File: src/rtl/bno055_txn_arbiter.sv
// Round-robin arbiter that serialises up to three register-access
// requesters onto one BNO055 I2C engine. Each transaction is followed
// by an enforced idle gap so that a mode switch on the sensor has time
// to settle before the next access.
//
// state | meaning
// ------+-----------------------------------------------------------
// IDLE  | no transaction; arbitrate among pending requests
// ISSUE | one-cycle opcode strobe (READ or WRITE) to the engine
// WAIT  | waiting for the engine's i_op_done, bounded by the timeout
// GAP   | post-transaction settling time before the next arbitration
module bno055_txn_arbiter #(
    parameter logic [23:0] TIMEOUT_CYCLES = 24'd2500000,
    parameter logic [23:0] GAP_CYCLES     = 24'd175000
) (
    input  logic        i_clk,
    input  logic        i_rst_n,
    input  logic [2:0]  i_req,
    input  logic [2:0]  i_req_wr,
    input  logic [23:0] i_req_addr,
    input  logic [23:0] i_req_data,
    input  logic        i_op_done,
    input  logic [7:0]  i_rd_data,
    output logic [2:0]  o_grant,
    output logic [2:0]  o_done,
    output logic [2:0]  o_err,
    output logic [7:0]  o_rd_data,
    output logic        o_busy,
    output logic [1:0]  o_opcode,
    output logic [7:0]  o_reg_addr,
    output logic [7:0]  o_tx_data
);

    typedef enum logic [1:0] {
        ST_IDLE  = 2'd0,
        ST_ISSUE = 2'd1,
        ST_WAIT  = 2'd2,
        ST_GAP   = 2'd3
    } state_t;

    localparam logic [1:0] OP_STOP  = 2'd0;
    localparam logic [1:0] OP_READ  = 2'd1;
    localparam logic [1:0] OP_WRITE = 2'd2;

    state_t      state, state_nxt;
    logic [23:0] cnt, cnt_nxt;
    logic [1:0]  rr_ptr, rr_ptr_nxt;
    logic        wr_q, wr_nxt;

    logic [2:0]  grant_nxt, done_nxt, err_nxt;
    logic [7:0]  rd_data_nxt, reg_addr_nxt, tx_data_nxt;
    logic [1:0]  opcode_nxt;
    logic        busy_nxt;

    logic        win_vld;
    logic [1:0]  win_idx;
    logic [2:0]  cand_sum;
    logic [7:0]  win_addr, win_data;
    logic        win_wr;

    logic        timeout_hit, gap_hit;

    // Terminal counts are compared as cnt+1 >= limit so a limit of zero
    // fires on the first cycle instead of wrapping around.
    assign timeout_hit = ({1'b0, cnt} + 25'd1) >= {1'b0, TIMEOUT_CYCLES};
    assign gap_hit     = ({1'b0, cnt} + 25'd1) >= {1'b0, GAP_CYCLES};

    // Round-robin search: scan offsets high to low so the nearest set
    // request at or after rr_ptr is the last one written and wins.
    always_comb begin
        win_vld  = 1'b0;
        win_idx  = 2'd0;
        cand_sum = 3'd0;
        for (int off = 2; off >= 0; off--) begin
            cand_sum = {1'b0, rr_ptr} + 3'(off);
            if (cand_sum >= 3'd3) begin
                cand_sum = cand_sum - 3'd3;
            end
            if (i_req[cand_sum[1:0]]) begin
                win_vld = 1'b1;
                win_idx = cand_sum[1:0];
            end
        end
    end

    // Select the winning requester's address, data and direction.
    always_comb begin
        win_addr = i_req_addr[7:0];
        win_data = i_req_data[7:0];
        win_wr   = i_req_wr[0];
        case (win_idx)
            2'd1: begin
                win_addr = i_req_addr[15:8];
                win_data = i_req_data[15:8];
                win_wr   = i_req_wr[1];
            end
            2'd2: begin
                win_addr = i_req_addr[23:16];
                win_data = i_req_data[23:16];
                win_wr   = i_req_wr[2];
            end
            default: ;
        endcase
    end

    // Next-state and next-output logic; every output is registered below.
    always_comb begin
        state_nxt    = state;
        cnt_nxt      = cnt;
        rr_ptr_nxt   = rr_ptr;
        wr_nxt       = wr_q;
        grant_nxt    = o_grant;
        done_nxt     = 3'b000;
        err_nxt      = 3'b000;
        opcode_nxt   = OP_STOP;
        rd_data_nxt  = o_rd_data;
        reg_addr_nxt = o_reg_addr;
        tx_data_nxt  = o_tx_data;

        case (state)
            ST_IDLE: begin
                if (win_vld) begin
                    reg_addr_nxt = win_addr;
                    tx_data_nxt  = win_data;
                    wr_nxt       = win_wr;
                    grant_nxt    = 3'b001 << win_idx;
                    opcode_nxt   = win_wr ? OP_WRITE : OP_READ;
                    rr_ptr_nxt   = (win_idx == 2'd2) ? 2'd0 : win_idx + 2'd1;
                    cnt_nxt      = 24'd0;
                    state_nxt    = ST_ISSUE;
                end
            end
            ST_ISSUE: begin
                cnt_nxt   = 24'd0;
                state_nxt = ST_WAIT;
            end
            ST_WAIT: begin
                // Completion takes priority over a coincident timeout.
                if (i_op_done) begin
                    done_nxt  = o_grant;
                    grant_nxt = 3'b000;
                    if (!wr_q) begin
                        rd_data_nxt = i_rd_data;
                    end
                    cnt_nxt   = 24'd0;
                    state_nxt = ST_GAP;
                end else if (timeout_hit) begin
                    err_nxt   = o_grant;
                    grant_nxt = 3'b000;
                    cnt_nxt   = 24'd0;
                    state_nxt = ST_GAP;
                end else begin
                    cnt_nxt = cnt + 24'd1;
                end
            end
            ST_GAP: begin
                if (gap_hit) begin
                    cnt_nxt   = 24'd0;
                    state_nxt = ST_IDLE;
                end else begin
                    cnt_nxt = cnt + 24'd1;
                end
            end
            default: begin
                cnt_nxt   = 24'd0;
                state_nxt = ST_IDLE;
            end
        endcase

        busy_nxt = (state_nxt != ST_IDLE);
    end

    // FSM state register.
    always_ff @(posedge i_clk or negedge i_rst_n) begin
        if (!i_rst_n) begin
            state <= ST_IDLE;
        end else begin
            state <= state_nxt;
        end
    end

    // Counter, arbitration pointer and registered outputs.
    always_ff @(posedge i_clk or negedge i_rst_n) begin
        if (!i_rst_n) begin
            cnt        <= 24'd0;
            rr_ptr     <= 2'd0;
            wr_q       <= 1'b0;
            o_grant    <= 3'b000;
            o_done     <= 3'b000;
            o_err      <= 3'b000;
            o_opcode   <= OP_STOP;
            o_reg_addr <= 8'h00;
            o_tx_data  <= 8'h00;
            o_rd_data  <= 8'h00;
            o_busy     <= 1'b0;
        end else begin
            cnt        <= cnt_nxt;
            rr_ptr     <= rr_ptr_nxt;
            wr_q       <= wr_nxt;
            o_grant    <= grant_nxt;
            o_done     <= done_nxt;
            o_err      <= err_nxt;
            o_opcode   <= opcode_nxt;
            o_reg_addr <= reg_addr_nxt;
            o_tx_data  <= tx_data_nxt;
            o_rd_data  <= rd_data_nxt;
            o_busy     <= busy_nxt;
        end
    end

endmodule

File: config.mk
export PLATFORM = sky130hd
export DESIGN_NAME = bno055_txn_arbiter
export DESIGN_NICKNAME = d
export VERILOG_FILES = /design/src/rtl/bno055_txn_arbiter.sv
export SDC_FILE = /design/constraint.sdc
export NUM_CORES = 1
export LEC_CHECK = 0
export ABC_AREA = 1
export BUFFER_PORTS_ARGS = -buffer_cell sky130_fd_sc_hd__buf_4
export CAP_MARGIN = 25
export CORE_MARGIN = 2
export CORE_UTILIZATION = 45
export DETAILED_ROUTE_END_ITERATION = 10
export PLACE_DENSITY = 0.69
export SLEW_MARGIN = 20
export SYNTH_ARGS = -nofsm -noshare
export SYNTH_HDL_FRONTEND = slang
export SYNTH_SLANG_ARGS = --single-unit
File: constraint.sdc
create_clock -name i_clk -period 3.6 [get_ports i_clk]
set_input_delay 0.9 -clock i_clk [delete_from_list [all_inputs] [get_ports i_clk]]
set_output_delay 0.9 -clock i_clk [all_outputs]
set_load 0.01 [all_outputs]
==> impl_metrics.csv, run 1 <==
group,metric,value,unit
clock_tree,numCtsBuffers,9,
synthesis,syn_area_per_cell,7.35,µm²
finish,drive_gt1_share,24.8,%
synthesis,ys.flop_type,"dfrtp_1",
timing,setup_viol,0,
setup_path,cpMostUsedCell,"o21ai_0",
detailed_routing,wirelength,11700,µm
clock_tree,postCtsHoldBufs,0,
synthesis,synth_nets,658,
synthesis,async_flop_share,100,%
placement,place.port_buffers,100,
finish,num_antenna_cells,0,
detailed_routing,drt_iter0_drc,202,
floorplanning,coreArea,9240,µm²
timing,period_minus_slack,2.96,ns
placement,gp_congestion,0.882,
global_route,grt.total_usage,22.8,%
timing,rsz0062_at_grt,"false",
setup_path,critPathSlowestCell,"ha_1",
global_route,grt_first_pass_wirelength,18700,µm
floorplanning,io_pins,101,
clock_tree,clk_pin_slew,0.08,ns
finish,fin_nets,754,
setup_path,critPathArrivalTime,3.23,ns
global_route,antenna_found_initial,0,
setup_path,crit_chain,"inv_1 -> ha_1 -> o21ai_0 -> a21oi_1 -> a31oi_1 -> o21ai_0 -> o211ai_1 -> o21ai_0 -> inv_1 -> ha_1 -> buf_4 -> nand2_1 -> nand3_1 -> o21ai_0 -> o21ai_0",
run_status,status,"complete, no violations",
hold_path,worstHoldPathType,"reg2reg",
power,power.density,334,nW/µm²
timing,hold_viol,0,
clock_tree,clock_latency,0.36,ns
synthesis,ys_ff_latch,65,
hold_path,hold_end,"o_reg_addr[4]$_DFFE_PN0P_",
setup_path,critical_path.max_stage_delay,0.39,ns
clock_tree,ctsHtreeMaxLevel,3,
setup_path,critPathMaxFanout,10,
setup_path,reg2reg_to,"o_reg_addr[2]$_DFFE_PN0P_",
setup_path,cp.required,3.87,ns
clock_tree,cts_setup_buffers,0,
power,comb_power_share,18.0,%
power,p_sw_share,31.5,%
setup_path,worst_setup_path_end_kind,"flop",
global_route,grt_pass1_vias,3910,
synthesis,synthTopCellsByCount,"167 x nand2_1, 65 x dfrtp_1, 58 x inv_1, 58 x nand3_1, 52 x o21ai_0",
synthesis,synth_area_leader_cell,"dfrtp_1",
power,p_clk_share,36.4,%
global_route,grt_overflow,0,
synthesis,synth_edf_count,0,
setup_path,path_class,"reg2reg",
timing,relSlewSlack,45.0,%
synthesis,yosysWarnings,0,
timing,holdWs,0.493,ns
power,leakagePower,2.68,nW
detailed_routing,drc,0,
setup_path,reg2regPathDepth,15,
timing,report.final.slew_viol_count,0,
clock_tree,cts.sinks,65,
floorplanning,dieWidth,102,µm
synthesis,syn-cell-area,4290,µm²
hold_path,hp-start,"o_reg_addr[4]$_DFFE_PN0P_",
placement,hpwl,8580,µm
power,switchingPower,0.564,mW
hold_path,hold_depth,2,
synthesis,ys_seq_area_share,37.9,%
synthesis,yosysUniqueCellTypes,35,
synthesis,ys_top_cells_by_area,"dfrtp_1 38%, nand2_1 15%, nand4_1 6.8%",
detailed_routing,vias,4304,
synthesis,yosysMostFrequentCell,"nand2_1",
synthesis,synth_top_area_share,37.9,%
finish,area_growth_syn_to_layout,24.5,%
floorplanning,initial_utilization,46.5,%
global_route,grt_max_degree,66,
clock_tree,clockRootBuffer,"clkbuf_8",
floorplanning,dieArea,10300,µm²
clock_tree,post_cts_resized,0,
timing,fin_skew,0.0121,ns
power,seqPwrFrac,45.5,%
detailed_routing,ant_nets,0,
timing,tns,0,ns
power,p_int,1.22,mW
synthesis,syn_inst,584,
detailed_routing,detail_route.vias_per_cell,5.29,
setup_path,r2r-start,"rr_ptr[0]$_DFFE_PN0P_",
setup_path,rrSetupSlack,0.64,ns
floorplanning,die_y,102,µm
run,drv_cap,0,
timing,fmax,0.337,GHz
power,ir_drop,275,µV
setup_path,critPathLaunchType,"flop",
clock_tree,clockBufferDepth,2,
detailed_routing,dr.pass1.iters,5,
floorplanning,rows,35,
clock_tree,cts_tree,"built",
detailed_routing,routedWlPerCell,14.3,µm
timing,tightest_slew,0.825,ns
timing,period_share,82.3,%
-- worst max path at each step --
stage	start	end	slack [ns]
floorplan	i_req[0]	o_reg_addr[0]$_DFFE_PN0P_	0.76
global placement	i_req[2]	wr_q$_DFFE_PN0P_	0.34
detailed placement	i_req[2]	wr_q$_DFFE_PN0P_	0.21
CTS	rr_ptr[0]$_DFFE_PN0P_	wr_q$_DFFE_PN0P_	0.45
global route	rr_ptr[0]$_DFFE_PN0P_	wr_q$_DFFE_PN0P_	0.23
finish	rr_ptr[0]$_DFFE_PN0P_	o_reg_addr[2]$_DFFE_PN0P_	0.64
-- metrics by stage --
step                      utilization [%]  setup slack, ns  power, mW  cells  cell area, µm²
after floorplan                         -            0.757       1.03    584            4290
after detailed placement             55.6            0.210       1.15    798            5140
final                                57.8            0.636       1.79    814            5340
after global routing                 57.8            0.227       1.87    814            5340
after CTS                            57.8            0.449       1.80    814            5340
after global placement               55.6            0.340       1.13    798            5140
-- cells by family after synthesis --
family | share of synthesized area, %
flops | 37.9
buf+inv | 8.07
simple gates | 40.7
xor+xnor | 0.816
fa+ha+maj | 2.62
compound gates | 7.75
mux | 2.10
-- routing by layer --
layer / part of all wire (%) / track usage (%) / vias up
met4: 2.4 / 9.98 / 0
met3: 6.1 / 4.83 / 19
met1: 44 / 30.8 / 2026
met2: 48 / 35.2 / 132
met5: 0 / 0 / -
li1: - / - / 2127
-- cell usage in the layout, fill, tap and decap left out, drive strengths merged, types with 2 or more instances in the layout --
cell type and count:
a21oi 5, a31oi 2, buf 107, clkbuf 9, clkinv 4, dfrtp 65
ha 9, inv 62, mux2 8, nand2 181, nand3 60, nand4 48
nor2 53, nor3 3, nor4 4, o211ai 2, o21ai 53, xnor2 2
xor2 2
-- area by class of cell --
class	count	area, µm²
Clock buffer	9	124
Sequential cell	65	1630
Fill cell	883	3900
Tap cell	129	161
Timing Repair Buffer	107	803
Multi-Input combinational cell	436	2320
Inverter	61	229
Clock inverter	7	77.6
-- state kept, by name, summed over array words and instances, names as in the netlist, 2 cells and up --
| register | flops |
|---|---|
| o_grant | 3 |
| cnt | 24 |
| o_opcode | 2 |
| o_err | 3 |
| state | 2 |
| o_done | 3 |
| rr_ptr | 2 |
| o_reg_addr | 8 |
| o_rd_data | 8 |
| o_tx_data | 8 |
-- worst max-delay path, delay by kind of cell (launching register included) --
| kind | cells | cell delay, ns |
|---|---|---|
| adders and majority gates | 2 | 0.75 |
| DFF | 1 | 0.36 |
| buffers and inverters | 3 | 0.46 |
| AOI/OAI and AO/OA | 8 | 1.18 |
| and+or+nand+nor | 2 | 0.14 |
-- power by group through the flow --
stage / logic (mW) / registers, mW / clock network (mW)
final: 0.322 / 0.814 / 0.651
after global routing: 0.362 / 0.819 / 0.693
after CTS: 0.322 / 0.813 / 0.665
after detailed placement: 0.320 / 0.827 / 0
after global placement: 0.308 / 0.826 / 0
after floorplan: 0.210 / 0.817 / 0
Note: power is estimated with default switching activity, not from simulation.
==> run 2: changes to the inputs <==
--- a/config.mk
+++ b/config.mk
@@ -11,7 +11,7 @@
 export CORE_MARGIN = 2
 export CORE_UTILIZATION = 45
 export DETAILED_ROUTE_END_ITERATION = 10
-export PLACE_DENSITY = 0.69
+export PLACE_DENSITY = 0.71
 export SLEW_MARGIN = 20
 export SYNTH_ARGS = -nofsm -noshare
 export SYNTH_HDL_FRONTEND = slang
==> constraint.sdc (replaced) <==
create_clock -name i_clk -period 2.61 [get_ports i_clk]
set_input_delay 0.6525 -clock i_clk [delete_from_list [all_inputs] [get_ports i_clk]]
set_output_delay 0.6525 -clock i_clk [all_outputs]
set_load 0.01 [all_outputs]
==> run 2 against run 1 <==
Effect of this change:
- final area rose by 6.1%
- critical endpoint is now cnt[0]$_DFFE_PN0P_
- highest routed layer unchanged
- clock power rose by 36%
- first-iteration DRC count rose by 7.4%
==> impl_metrics.csv, run 2 (same netlist as run 1, synthesis figures left out) <==
group,metric,value,unit
run_status,status,"complete, no violations",
detailed_routing,wirelength,12000,µm
finish,top_register,"cnt",
timing,rsz0062_at_grt,"true",
finish,num_antenna_cells,0,
setup_path,path_class,"reg2reg",
finish,postLayoutCoreUtil,61.4,%
finish,finalInstanceArea,5670,µm²
global_route,grt_max_degree,66,
global_route,antenna_found_initial,0,
finish,nFillCells,812,
setup_path,critPathMaxFanout,18,
setup_path,critPathSlowestCell,"dfrtp_1",
floorplanning,rows,35,
clock_tree,clk_pin_slew,0.08,ns
setup_path,critPathArrivalTime,2.81,ns
setup_path,crit_chain,"inv_2 -> ha_4 -> o21ai_2 -> a21oi_2 -> a31oi_2 -> buf_4 -> buf_4 -> buf_4 -> buf_4 -> buf_4 -> buf_4 -> nand3_1 -> nor2_1 -> buf_6 -> nand2_1 -> nand3_1",
detailed_routing,vias,4396,
power,ir_drop,298,µV
setup_path,worst_setup_path_end_kind,"flop",
clock_tree,cts.sinks,65,
placement,place.port_buffers,100,
finish,drive_gt1_share,30.0,%
finish,largest_reg_flops,24,
timing,tns,0,ns
finish,regArea,1630,µm²
detailed_routing,drc,0,
clock_tree,ctsHtreeMaxLevel,3,
global_route,grt_overflow,0,
timing,period_share,97.5,%
detailed_routing,dr.pass1.iters,4,
timing,hold_viol,0,
finish,mostFrequentLayoutCell,"nand2_1",
floorplanning,dieArea,10300,µm²
timing,period_minus_slack,2.55,ns
clock_tree,clockRootBuffer,"clkbuf_8",
detailed_routing,routedWlPerCell,14.4,µm
finish,final_cell_mix,"166 x nand2_1, 118 x buf_4, 63 x dfrtp_1, 58 x nand3_1, 53 x inv_1",
finish,multi_input_area,2460,µm²
hold_path,worstHoldPathType,"in2async",
power,power.density,443,nW/µm²
floorplanning,dieWidth,102,µm
finish,fin_nets,772,
placement,hpwl,8490,µm
power,leakagePower,2.79,nW
timing,report.final.slew_viol_count,0,
setup_path,critical_path.max_stage_delay,0.41,ns
global_route,grt_first_pass_wirelength,19500,µm
clock_tree,cts_tree,"built",
floorplanning,die_y,102,µm
clock_tree,clock_latency,0.34,ns
clock_tree,clockBufferDepth,2,
clock_tree,numCtsBuffers,9,
placement,gp_congestion,0.954,
finish,area_growth_syn_to_layout,32.1,%
detailed_routing,ant_nets,0,
power,p_total,2.51,mW
timing,relSlewSlack,44.6,%
timing,setup_viol,0,
timing,tightest_slew,0.831,ns
detailed_routing,drt_iter0_drc,217,
timing,fin_skew,0.0132,ns
floorplanning,coreArea,9240,µm²
global_route,grt_pass1_vias,4170,
run,drv_cap,0,
setup_path,critPathLaunchType,"flop",
floorplanning,io_pins,101,
floorplanning,initial_utilization,46.5,%
placement,placed_area,5240,µm²
global_route,grt.total_usage,23.4,%
timing,fmax,0.393,GHz
detailed_routing,detail_route.vias_per_cell,5.28,
setup_path,cpMostUsedCell,"buf_4",
setup_path,cp.required,2.87,ns
run 2: cell count changes in the layout (fill, tap and decap cells not counted), moves of 4 or more:
cell and delta:
buf_4 +11, buf_6 +4, ha_1 -5, ha_4 +6
inv_1 -5, inv_2 +5, o21ai_0 -8, o21ai_1 +5
run 2: metal layers:
metal	wire [µm]	GRT usage (%)	share of wire [%]	vias to the layer above
met1	5100	30.9	43	2083
met2	6140	39.7	51	132
li1	-	-	-	2161
met5	0	0	0	-
met4	180	5.72	1.5	0
met3	560	4.42	4.7	20
run 2: layout make-up:
class	count	share of cell area (%)
multi-input cells	436	43.3
flip-flops and latches	65	28.7
repair buffers	125	17.5
inverters	61	4.04
well taps	129	2.85
clock buffers	10	2.43
clock inverters	6	1.15
run 2: repair_timing:
| action | 4_1_cts | 5_1_grt |
|---|---|---|
| pin swaps | 0 | 1 |
| hold buffers | 0 | 0 |
| setup endpoints to repair | 20 | 52 |
| buffers inserted | 6 | 4 |
| endpoints found under the hold margin | 0 | 0 |
| gates resized for setup | 8 | 35 |
run 2: worst paths after layout:
check | startpoint | to | slack [ns] | depth (start not counted)
worst max-delay path | rr_ptr[0]$_DFFE_PN0P_ | cnt[0]$_DFFE_PN0P_ | 0.06 | 16
worst min-delay path | i_rst_n | cnt[10]$_DFFE_PN0P_ | 0.40 | 1
worst max register to register | rr_ptr[0]$_DFFE_PN0P_ | cnt[0]$_DFFE_PN0P_ | 0.06 | 16
worst min register to register | o_tx_data[6]$_DFFE_PN0P_ | o_tx_data[6]$_DFFE_PN0P_ | 0.49 | 2
max in group asynchronous | i_rst_n | cnt[0]$_DFFE_PN0P_ | 1.62 | 1
min in group i_clk | o_tx_data[6]$_DFFE_PN0P_ | o_tx_data[6]$_DFFE_PN0P_ | 0.49 | 2
run 2: worst max-delay path: cells and delay by family (launching register included):
| family | cells | cell delay [ns] |
|---|---|---|
| simple gates | 4 | 0.48 |
| fa+ha+maj | 1 | 0.27 |
| flops | 1 | 0.41 |
| compound gates | 3 | 0.40 |
| buf+inv | 8 | 0.89 |
run 2: per-stage QoR:
step / hold WS [ns] / setup WS, ns / std cells
after floorplan: 0.357 / 0.00670 / 584
after global placement: 0.470 / -0.127 / 806
after detailed placement: 0.475 / -0.276 / 806
after CTS: 0.442 / 0.0263 / 828
after global routing: 0.473 / -0.0574 / 832
final: 0.400 / 0.0644 / 832
run 2: report_power, final:
part / leakage, nW / internal (mW) / switching [mW]
registers: 0.867 / 1.05 / 0.0776
clock network: 0.103 / 0.469 / 0.415
logic: 1.82 / 0.228 / 0.271
==> run 3: changes to the inputs <==
--- a/config.mk
+++ b/config.mk
@@ -8,6 +8,7 @@
 export ABC_AREA = 1
 export BUFFER_PORTS_ARGS = -buffer_cell sky130_fd_sc_hd__buf_4
 export CAP_MARGIN = 25
+export CORE_ASPECT_RATIO = 2
 export CORE_MARGIN = 2
 export CORE_UTILIZATION = 45
 export DETAILED_ROUTE_END_ITERATION = 10
==> run 3 against run 2 <==
Effect of this change:
- setup slack better by 0.0094 ns
- sequential cell count is the same
- register-to-register slack about the same
- clock-buffer cell count is the same
- critical path type unchanged
- largest power group is now clock
- highest routed layer unchanged
==> impl_metrics.csv, run 3 (same netlist as run 1, synthesis figures left out) <==
group,metric,value,unit
global_route,met2_usage,45.6,%
clock_tree,numCtsBuffers,9,
global_route,met1_usage,25.0,%
global_route,grt_max_degree,66,
placement,hpwl,9360,µm
global_route,grt.busiest_layer,"met2",
finish,largest_reg_flops,24,
setup_path,critPathArrivalTime,2.75,ns
floorplanning,io_pins,101,
setup_path,worst_setup_path_end_kind,"flop",
power,p_total,2.97,mW
detailed_routing,wirelength,12700,µm
hold_path,worstHoldPathType,"in2async",
finish,num_antenna_cells,0,
global_route,grt_pass1_vias,4684,
finish,fin_nets,771,
timing,fmax,0.394,GHz
detailed_routing,detail_route.vias_per_cell,5.53,
detailed_routing,dr.pass1.iters,5,
placement,place.port_buffers,100,
power,ir_drop,322,µV
setup_path,cp.required,2.82,ns
detailed_routing,drt_iter0_drc,297,
finish,drive_gt1_share,29.2,%
detailed_routing,drc,0,
placement,gp_congestion,0.916,
timing,fin_skew,0.00901,ns
clock_tree,clock_latency,0.33,ns
power,power.density,516,nW/µm²
setup_path,critPathLaunchType,"flop",
global_route,grt_overflow,0,
detailed_routing,ant_nets,0,
placement,placed_area,5270,µm²
setup_path,reg2regPathDepth,14,
run,drv_cap,0,
finish,final_cell_mix,"166 x nand2_1, 116 x buf_4, 65 x dfrtp_1, 58 x nand3_1, 53 x inv_1",
clock_tree,clockRootBuffer,"clkbuf_16",
floorplanning,die_y,142,µm
timing,report.final.slew_viol_count,0,
timing,period_minus_slack,2.54,ns
timing,period_share,97.2,%
clock_tree,postCtsHoldBufs,0,
floorplanning,initial_utilization,46.1,%
clock_tree,clockBufferDepth,2,
clock_tree,clk_pin_slew,0.06,ns
global_route,grt.total_usage,25.5,%
finish,mostFrequentLayoutCell,"nand2_1",
clock_tree,ctsHtreeMaxLevel,3,
global_route,grt_first_pass_wirelength,20600,µm
finish,nFillCells,853,
timing,worst_slack,0.0738,ns
floorplanning,dieArea,10400,µm²
placement,pre_cts_slack,-0.258,ns
finish,layout.cells.non_filler,806,
setup_path,rrSetupSlack,0.07,ns
setup_path,r2r-start,"cnt[1]$_DFFE_PN0P_",
global_route,antenna_found_initial,0,
setup_path,reg2reg_to,"o_err[2]$_DFF_PN0_",
global_route,gr-usage-met3,5.10,%
floorplanning,dieWidth,73.1,µm
timing,hold_viol,0,
power,leakagePower,2.86,nW
setup_path,critPathMaxFanout,7,
timing,tightest_slew,0.856,ns
setup_path,path_class,"reg2reg",
floorplanning,coreArea,9320,µm²
clock_tree,cts_tree,"built",
finish,postLayoutCoreUtil,61.8,%
detailed_routing,vias,4455,
timing,relSlewSlack,42.9,%
finish,area_growth_syn_to_layout,34.3,%
placement,place_inst,783,
finish,top_register,"cnt",
clock_tree,cts.sinks,65,
run_status,status,"complete, no violations",
finish,finalInstanceArea,5760,µm²
detailed_routing,routedWlPerCell,15.8,µm
floorplanning,rows,50,
timing,setup_viol,0,
-- run 3: changes by cell type in the layout (fill, tap and decap cells not counted), moves of 2 or more --
cell | previous run | this run
buf_12 | 3 | 7
clkbuf_8 | 10 | 1
ha_4 | 6 | 3
clkbuf_16 | 0 | 10
buf_4 | 118 | 116
dfrtp_1 | 63 | 65
buf_6 | 4 | 0
ha_2 | 0 | 3
dfrtp_2 | 2 | 0
o21ai_0 | 44 | 46
-- run 3: timing repair --
| action | CTS | global route |
|---|---|---|
| buffers inserted | 1 | 5 |
| gates cloned | 0 | 1 |
| gates resized for setup | 7 | 21 |
| endpoints found under the setup margin | 20 | 50 |
| pin swaps | 0 | 2 |
-- run 3: final cells by class --
cell class / instances / area, µm² / area share, %
Clock inverter: 6 / 90.1 / 1.56
Inverter: 61 / 229 / 3.97
Sequential cell: 65 / 1630 / 28.2
Timing Repair Buffer: 124 / 1040 / 18.0
Tap cell: 104 / 130 / 2.26
Multi-Input combinational cell: 436 / 2410 / 41.9
Clock buffer: 10 / 239 / 4.15
-- run 3: power breakdown --
part           switching, mW  total [mW]  internal, mW
combinational          0.289       0.529         0.240
clock                  0.464        1.33         0.865
sequential            0.0630        1.12          1.05
-- run 3: critical path, stage by stage (launching register included) --
cell,delay [ns]
dfrtp_1,0.40
buf_4,0.14
nand3_1,0.15
nor2_4,0.26
nand2_1,0.14
nand2_1,0.08
nand2_1,0.13
inv_1,0.09
nand4_1,0.14
nor2_2,0.20
nand3_1,0.10
nor2_2,0.15
nor2_4,0.06
buf_4,0.14
nor4_1,0.25
-- run 3: metrics by stage --
step	TNS [ns]	hold slack (ns)
after floorplan	0	0.357
after global placement	-1.40	0.470
after detailed placement	-3.78	0.478
after CTS	0	0.458
after global routing	-0.0509	0.497
final	0	0.411
-- run 3: worst max-delay path by stage --
| stage | startpoint | end | slack (ns) | cells past startpoint |
|---|---|---|---|---|
| final | cnt[1]$_DFFE_PN0P_ | o_err[2]$_DFF_PN0_ | 0.07 | 14 |
| after global routing | rr_ptr[0]$_DFFE_PN0P_ | wr_q$_DFFE_PN0P_ | -0.05 | 14 |
| after CTS | rr_ptr[0]$_DFFE_PN0P_ | wr_q$_DFFE_PN0P_ | 0.004 | 15 |
| after detailed placement | i_req[1] | o_tx_data[0]$_DFFE_PN0P_ | -0.26 | 11 |
| after global placement | i_req[1] | wr_q$_DFFE_PN0P_ | -0.12 | 11 |
| after floorplan | rr_ptr[0]$_DFFE_PN0P_ | o_reg_addr[5]$_DFFE_PN0P_ | 0.007 | 16 |
-- run 3: per-layer routing --
metal	wire length (µm)	part of all wire, %	up-vias
li1	-	-	2165
met2	7060	56	182
met5	0	0	-
met1	4250	33	2063
met4	681	5.4	0
met3	714	5.6	45
